[config.mk]
export PLATFORM = sky130hd
export DESIGN_NAME = free_list
export DESIGN_NICKNAME = d
export VERILOG_FILES = /design/src/rtl/free_list_pkg.sv /design/src/rtl/free_list.sv
export SDC_FILE = /design/constraint.sdc
export NUM_CORES = 1
export LEC_CHECK = 0
export BUFFER_PORTS_ARGS = -buffer_cell sky130_fd_sc_hd__buf_2
export CORE_MARGIN = 10
export CORE_UTILIZATION = 62
export DETAILED_ROUTE_END_ITERATION = 10
export GPL_TIMING_DRIVEN = 1
export PLACE_DENSITY = 0.85
export SLEW_MARGIN = 20
export SYNTH_ARGS = -nofsm -noshare
export SYNTH_HDL_FRONTEND = slang
export SYNTH_SLANG_ARGS = --single-unit
[constraint.sdc]
create_clock -name clock -period 3.3 [get_ports clock]
set_input_delay 0.66 -clock clock [delete_from_list [all_inputs] [get_ports clock]]
set_output_delay 0.66 -clock clock [all_outputs]
set_load 0.02 [all_outputs]
[src/rtl/free_list_pkg.sv]
// Shared rename/ROB package: register-file sizing and the free-list
// request/response packet types used between rename and the ROB.
package free_list_pkg;

  localparam int NUM_PR   = 64;
  localparam int NUM_ARCH = 32;
  localparam int NUM_FL   = NUM_PR - NUM_ARCH;

  localparam int FL_TAG_W = $clog2(NUM_PR);
  localparam int FL_PTR_W = $clog2(NUM_FL);
  localparam int FL_CNT_W = FL_PTR_W + 1;

  typedef struct packed {
    logic                dispatch;
    logic                retire;
    logic [FL_TAG_W-1:0] T_old_in;
  } FREE_LIST_PACKET_IN;

  typedef struct packed {
    logic [FL_TAG_W-1:0] T_out;
    logic                T_valid;
    logic                struct_hazard;
    logic [FL_CNT_W-1:0] free_count;
  } FREE_LIST_PACKET_OUT;

endpackage

[src/rtl/free_list.sv]
// Physical register free list: circular buffer of free tags. Rename pops the
// tag at head, retire pushes the released tag at tail. No same-cycle bypass:
// a tag pushed into an empty list becomes allocatable one cycle later.
module free_list
  import free_list_pkg::*;
#(
  parameter int NUM_PR   = free_list_pkg::NUM_PR,
  parameter int NUM_ARCH = free_list_pkg::NUM_ARCH,
  parameter int NUM_FL   = NUM_PR - NUM_ARCH
) (
  input  logic                       clock,
  input  logic                       reset,
  input  logic                       en,
  input  logic                       dispatch,
  input  logic                       retire,
  input  logic [$clog2(NUM_PR)-1:0]  T_old_in,
  output logic [$clog2(NUM_PR)-1:0]  T_out,
  output logic                       T_valid,
  output logic                       struct_hazard,
  output logic [$clog2(NUM_FL):0]    free_count,
  output logic                       overflow
);

  localparam int TAG_W = $clog2(NUM_PR);
  localparam int PTR_W = $clog2(NUM_FL);
  localparam int CNT_W = PTR_W + 1;

  logic [TAG_W-1:0] entry_r      [NUM_FL];
  logic [TAG_W-1:0] entry_next_s [NUM_FL];
  logic [PTR_W-1:0] head_r, head_next_s;
  logic [PTR_W-1:0] tail_r, tail_next_s;
  logic [CNT_W-1:0] count_r, count_next_s;
  logic             overflow_r, overflow_next_s;

  logic             empty_s;
  logic             full_s;
  logic             pop_s;
  logic             push_s;

  // Next-state for the buffer (reset has priority) and outputs from current state.
  always_comb begin
    entry_next_s    = entry_r;
    head_next_s     = head_r;
    tail_next_s     = tail_r;
    count_next_s    = count_r;
    overflow_next_s = overflow_r;

    empty_s = (count_r == {CNT_W{1'b0}});
    full_s  = (count_r == CNT_W'(NUM_FL));
    // Both qualifiers look only at registered count, so a push into an
    // empty list never satisfies a pop in the same cycle.
    pop_s   = en & dispatch & ~empty_s;
    push_s  = en & retire & ~full_s;

    if (reset) begin
      for (int i = 0; i < NUM_FL; i++) begin
        entry_next_s[i] = TAG_W'(NUM_ARCH + i);
      end
      head_next_s     = {PTR_W{1'b0}};
      tail_next_s     = {PTR_W{1'b0}};
      count_next_s    = CNT_W'(NUM_FL);
      overflow_next_s = 1'b0;
    end else begin
      if (push_s) begin
        entry_next_s[tail_r] = T_old_in;
        tail_next_s          = tail_r + PTR_W'(1);
      end else begin
        tail_next_s = tail_r;
      end

      if (pop_s) begin
        head_next_s = head_r + PTR_W'(1);
      end else begin
        head_next_s = head_r;
      end

      count_next_s = count_r + CNT_W'(push_s) - CNT_W'(pop_s);

      // A retire that finds the list full is lost; remember it until reset.
      if (en & retire & full_s) begin
        overflow_next_s = 1'b1;
      end else begin
        overflow_next_s = overflow_r;
      end
    end

    T_out         = entry_r[head_r];
    T_valid       = ~empty_s;
    struct_hazard = empty_s;
    free_count    = count_r;
    overflow      = overflow_r;
  end

  // State register: all updates, including reset, arrive via next-state.
  always_ff @(posedge clock) begin
    entry_r    <= entry_next_s;
    head_r     <= head_next_s;
    tail_r     <= tail_next_s;
    count_r    <= count_next_s;
    overflow_r <= overflow_next_s;
  end

endmodule

After elaboration in Yosys (flattened, before gate mapping):

Cells that the tools add are included.

* $add $sub $neg: 4
* magnitude comparators: 3
* equal/unequal tests: 1
* mux-type cells: 6
* bitwise gates (word level): 9
* reductions and logical operators: 2

Operators by type and width (count)
* $bwmux W192: 1
* $bmux W6 S5: 1
* $demux W6 S5: 1
* $mux W6: 3
* $ge A6 B6 Y1 const B: 2
* $not A5 Y6: 2
* $add A5 B1 Y5 const B: 2
* $add A6 B1 Y6: 1
* $eq A6 B6 Y1 const B: 1
* $logic_not A6 Y1: 1
* $lt A6 B1 Y1 const B: 1
* $sub A6 B1 Y6: 1
* $and A1 B1 Y1: 5
* $not A1 Y1: 2
* $logic_and A1 B1 Y1: 1

* register bits after elaboration: 209
* input port bits: 11
* output and inout bits: 15
* logic and storage cells: 61

Logic depth before layout (Yosys ltp):

* depth after elaboration: 6
* gate-level depth with buffers: 13
* gate-level depth less buffers: 13

Worst setup path before layout:

OpenSTA, ideal clock, no wires.

* path type: register to register
* from: register count_r[4], in the netlist free_count[4]
* to: register count_r[4], in the netlist free_count[4]
* library setup time: 128 ps
* data arrival time: 2626 ps
* data required time: 3172 ps
* path slack: 546 ps
* stages on the path, launching flop included: 14
* period minus slack after synthesis: 2754 ps
* cell sequence: dfxtp_1 > inv_1 > ha_1 > nor4bb_1 > clkbuf_1 > nor2_1 > ha_1 > inv_1 > ha_1 > fa_1 > a21oi_1 > o21bai_1 > xnor2_1 > nor2_1

RTL lines
* start: declaration: line free_list.sv:32 `logic [CNT_W-1:0] count_r, count_next_s;`
* start signal: assignment: line free_list.sv:99 `count_r <= count_next_s;`
* $logic_not A6 Y1: line free_list.sv:48 `empty_s = (count_r == {CNT_W{1'b0}});`
* named net struct_hazard: line free_list.sv:19 `output logic struct_hazard,`
* $not A1 Y1: line free_list.sv:52 `pop_s = en & dispatch & ~empty_s;`
* $and A1 B1 Y1: line free_list.sv:52
* named net pop_s: line free_list.sv:37 `logic pop_s;`
* $sub A6 B1 Y6: line free_list.sv:77 `count_next_s = count_r + CNT_W'(push_s) - CNT_W'(pop_s);`

The timed path passes the listed nets, and every way through them passes these cells.
A chain may end at the register's enable or synchronous reset.

Worst setup path after layout:

* from: register head_r[3]
* to: output T_out[4]

* longest elaborated chain between the ends: 4

Ends and longest elaborated chain
* start: declaration: line free_list.sv:30 `logic [PTR_W-1:0] head_r, head_next_s;`
* start signal: assignment: line free_list.sv:97 `head_r <= head_next_s;`
* $not A5 Y6 (implied by the code): line free_list.sv:87 `T_out = entry_r[head_r];`
* $bmux W6 S5: line free_list.sv:87
* $mux W6 (implied by the code) (2 in a row): line free_list.sv:87
* end: declaration: line free_list.sv:17 `output logic [$clog2(NUM_PR)-1:0] T_out,`

Every way passes these cells. The select of a mux whose other input is x is not followed.

==> Implementation_results.wiki <==
{| class="wikitable"
! Metric !! Value
|-
| Count of final setup violators || 0
|-
| Vias per Instance || 6.48
|-
| Data required time of the critical path || around 2600 ps
|-
| Antenna violations before repair || 0
|-
| Instance count of the mapped netlist || about 1000
|-
| Launching element type of the critical path || flip-flop
|-
| I/O pin count || 26
|-
| Number of instances in the placed design || 1161
|-
| Fraction of the yosys area taken by sequential cells || 0.438
|-
| Overall routing resource usage || 0.243
|-
| Minimum clock period || ~3200 ps
|-
| Slowest library cell on the worst path || dfxtp_1
|-
| Worst Hold End || entry_r[85]
|-
| Routed vias || ~8000
|-
| Max FO, Critical Path || 11
|-
| Site Rows || 45
|-
| Largest stage delay, worst path || 620 ps
|-
| Startpoint of the lowest-slack hold path || entry_r[85]
|-
| Leading post-synthesis cells by instance count || 272 x nor2_1, 209 x dfxtp_1, 130 x a21oi_1
|-
| Clock Sinks || between 200 and 250
|-
| Clock latency of the later-clocked register in the worst-skew pair || roughly 500 ps
|-
| Clock tree buffer depth || 3
|-
| Routability Congestion || roughly 0.93
|-
| Total core area || 0.0151 mm2
|-
| Run status || complete, no violations
|-
| Cell area after synthesis || roughly 0.0095 mm2
|-
| Crit path arrival time || between 2000 and 3000 ps
|-
| Top cell type's share of synthesized area || 0.438
|-
| Synthesis-to-layout area growth || 8.53%
|-
| Setup tns final || 0 ps
|-
| Relative max-transition margin || 0.540
|-
| Post-synthesis net count || about 1000
|-
| Critical path buffers and inverters || 1
|-
| CTS tree || yes
|-
| Pin count of the biggest net entering global routing || 96
|-
| Min-Delay Path Class || reg2reg
|-
| Achievable clock frequency || 0.314 GHz
|-
| Launching point of the worst reg2reg path || free_count[2]
|-
| Number of cells traversed by the worst hold path || 2
|-
| Remaining antenna violation count after routing || 0
|-
| LEAKAGE || roughly 0.0043 uW
|-
| Power density over the cells || ~580 mW/mm2
|-
| Unique cell type count in the Yosys netlist || 47
|-
| Setup slack of the worst register-to-register path || a little over 600 ps
|-
| Count of cells along the worst register-to-register path || 12
|-
| Post-synthesis area per instance || approximately 9.4 um2
|-
| Post-synthesis async set-or-reset flop share || 0
|-
| Cts hold-fix bufs || 0
|-
| Share of layout cells above drive strength 1 || 0.133
|-
| Overflow left after global routing || 0
|-
| Most used standard cell by instance count after synthesis || nor2_1
|-
| Yosys reg bits || ~210
|-
| Final Non-Filler Cells || between 1000 and 1500
|-
| First-pass GRT wire length || between 40000 and 50000 um
|-
| Floorplan die width || between 100 and 150 um
|-
| Clock slew seen by the registers of the worst setup and hold paths || ~60 ps
|-
| Largest area contributor in the netlist || dfxtp_1
|-
| Port Buffers || 25
|-
| Final critical-path share of the clock period || 0.965
|-
| Critical register-to-register path endpoint || free_count[5]
|-
| Initial DRC count || around 1100
|-
| Initial Utilization || 0.630
|-
| CTS buffer count || 21
|-
| Setup repair after global routing missed its margin || no
|-
| Post-route clock skew || approximately 11 ps
|-
| Cells along the critical path || nand3b_1 > o221ai_1 > a211oi_1 > a311oi_1 > buf_2
|-
| Number of violations of the max-capacitance limit || 0
|-
| DRC violations left || 0
|-
| Worst setup path category || reg2out
|-
| Transition time at the pin with the least slew margin || 688 ps
|-
| Area contributors post-synth || dfxtp_1 44%, nor2_1 11%, mux2i_1 11%, a21oi_1 6.8%, mux4_2 6.4%
|-
| H-Tree Depth || 1
|-
| Max-slew violation total from the final report || 0
|-
| Top cell family by delay on the critical path || compound AO/OA/AOI/OAI gates
|-
| Hold Fails Final Rpt || 0
|-
| Detailed Routing Iterations Pass 1 || 9
|-
| Die Outline Area || about 0.021 mm2
|-
| Peak supply drop || roughly 0.56 mV
|-
| Total length of routed wires || roughly 25000 um
|-
| Detailed Place HPWL || 16500 um
|-
| Clock root cell || clkbuf_16
|-
| Vertical extent of the die || approximately 140 um
|-
| Post-layout net count || roughly 1000
|-
| Number of global-route vias before repair || 7359
|-
| Count of warnings emitted by yosys || 0
|-
| Antenna Diode Count || 0
|-
| Crit. End Element || primary output
|-
| Number of synthesized flops with an enable pin || 0
|-
| Most used flip-flop cell after synthesis || dfxtp_1
|-
| Final-layout worst hold slack || about 460 ps
|-
| Routed length per instance || 20.9 um
|}
-- through the flow --
step	cell area [um2]	util	power [uW]	setup WS, ps
floorplan	9550	-	3440	546
global placement	9660	0.638	3650	523
detailed placement	9660	0.638	3680	513
CTS	10300	0.683	5970	164
global route	10400	0.684	6180	8.71
finish	10400	0.684	5970	115
-- cell type report --
cell class / instances / area (um2)
Timing Repair Buffer: 46 / 327
Tap cell: 188 / 235
Clock buffer: 30 / 599
Inverter: 13 / 48.8
Fill cell: 1114 / 4780
Clock inverter: 6 / 63.8
Multi-Input combinational cell: 708 / 4900
Sequential cell: 209 / 4190
-- repair_timing --
| action | CTS | global route |
|---|---|---|
| endpoints found under the setup margin | 1 | 1 |
| setup buffers | 3 | 0 |
| gates resized for setup | 0 | 4 |
| hold endpoints to repair | 0 | 0 |
-- logic make-up after synthesis --
logic type      share of synthesized area
xor+xnor                          0.00917
flops                               0.438
fa+ha+maj                          0.0204
mux                                 0.198
simple gates                        0.187
compound gates                     0.0975
buf+inv                            0.0497
-- metal layers --
metal,GRT usage,share of wire
met5,0,0
met4,0.105,0.047
met3,0.0544,0.10
met2,0.385,0.46
met1,0.312,0.39
-- cells in the final DEF, fill, tap and decap left out, drive strengths merged, types with 2 or more instances in the layout --
cell,synthesis,final
nor2,272,272
dfxtp,209,209
a21oi,130,130
mux2i,101,101
buf,34,46
mux4,37,37
clkbuf,55,30
nor3,29,29
nand4,27,27
ha,14,14
inv,13,14
nand2,12,12
o221ai,11,11
xnor2,9,9
a211oi,7,7
a22o,6,6
or2,6,6
and4,6,6
a22oi,5,5
nor2b,4,4
nor3b,4,4
nand3,4,4
and3b,3,3
nor4b,3,3
nor4bb,2,2
o21ai,2,2
nor4,2,2
clkinv,0,2
clkinvlp,0,2
-- power by group --
group,switching (uW),total (uW),internal [uW]
Sequential,49.9,2630,2580
Combinational,640,1020,381
Clock,977,2320,1340
Total,1670,5970,4300
-- worst max-delay path by stage --
stage,from,cells past startpoint,slack [ps],end
5_1_grt,head_r[0],6,9,T_out[0]
3_5_place_dp,head_r[0],6,510,T_out[4]
4_1_cts,head_r[0],6,160,T_out[4]
3_3_place_gp,head_r[0],6,520,T_out[4]
6_report,head_r[3],5,120,T_out[4]
2_1_floorplan,free_count[4],13,550,free_count[4]
-- flip-flops by register name (all words and copies together) (netlist names) --
register	cells
entry_r	192
free_count	6
overflow	1
tail_r	5
head_r	5
-- tightest hold or removal path, cell delays in order (launching register included) --
cell	delay, ps
dfxtp_1	310
nand2_1	50
a21oi_1	50
No activity file was read; power rests on OpenSTA's default activity.
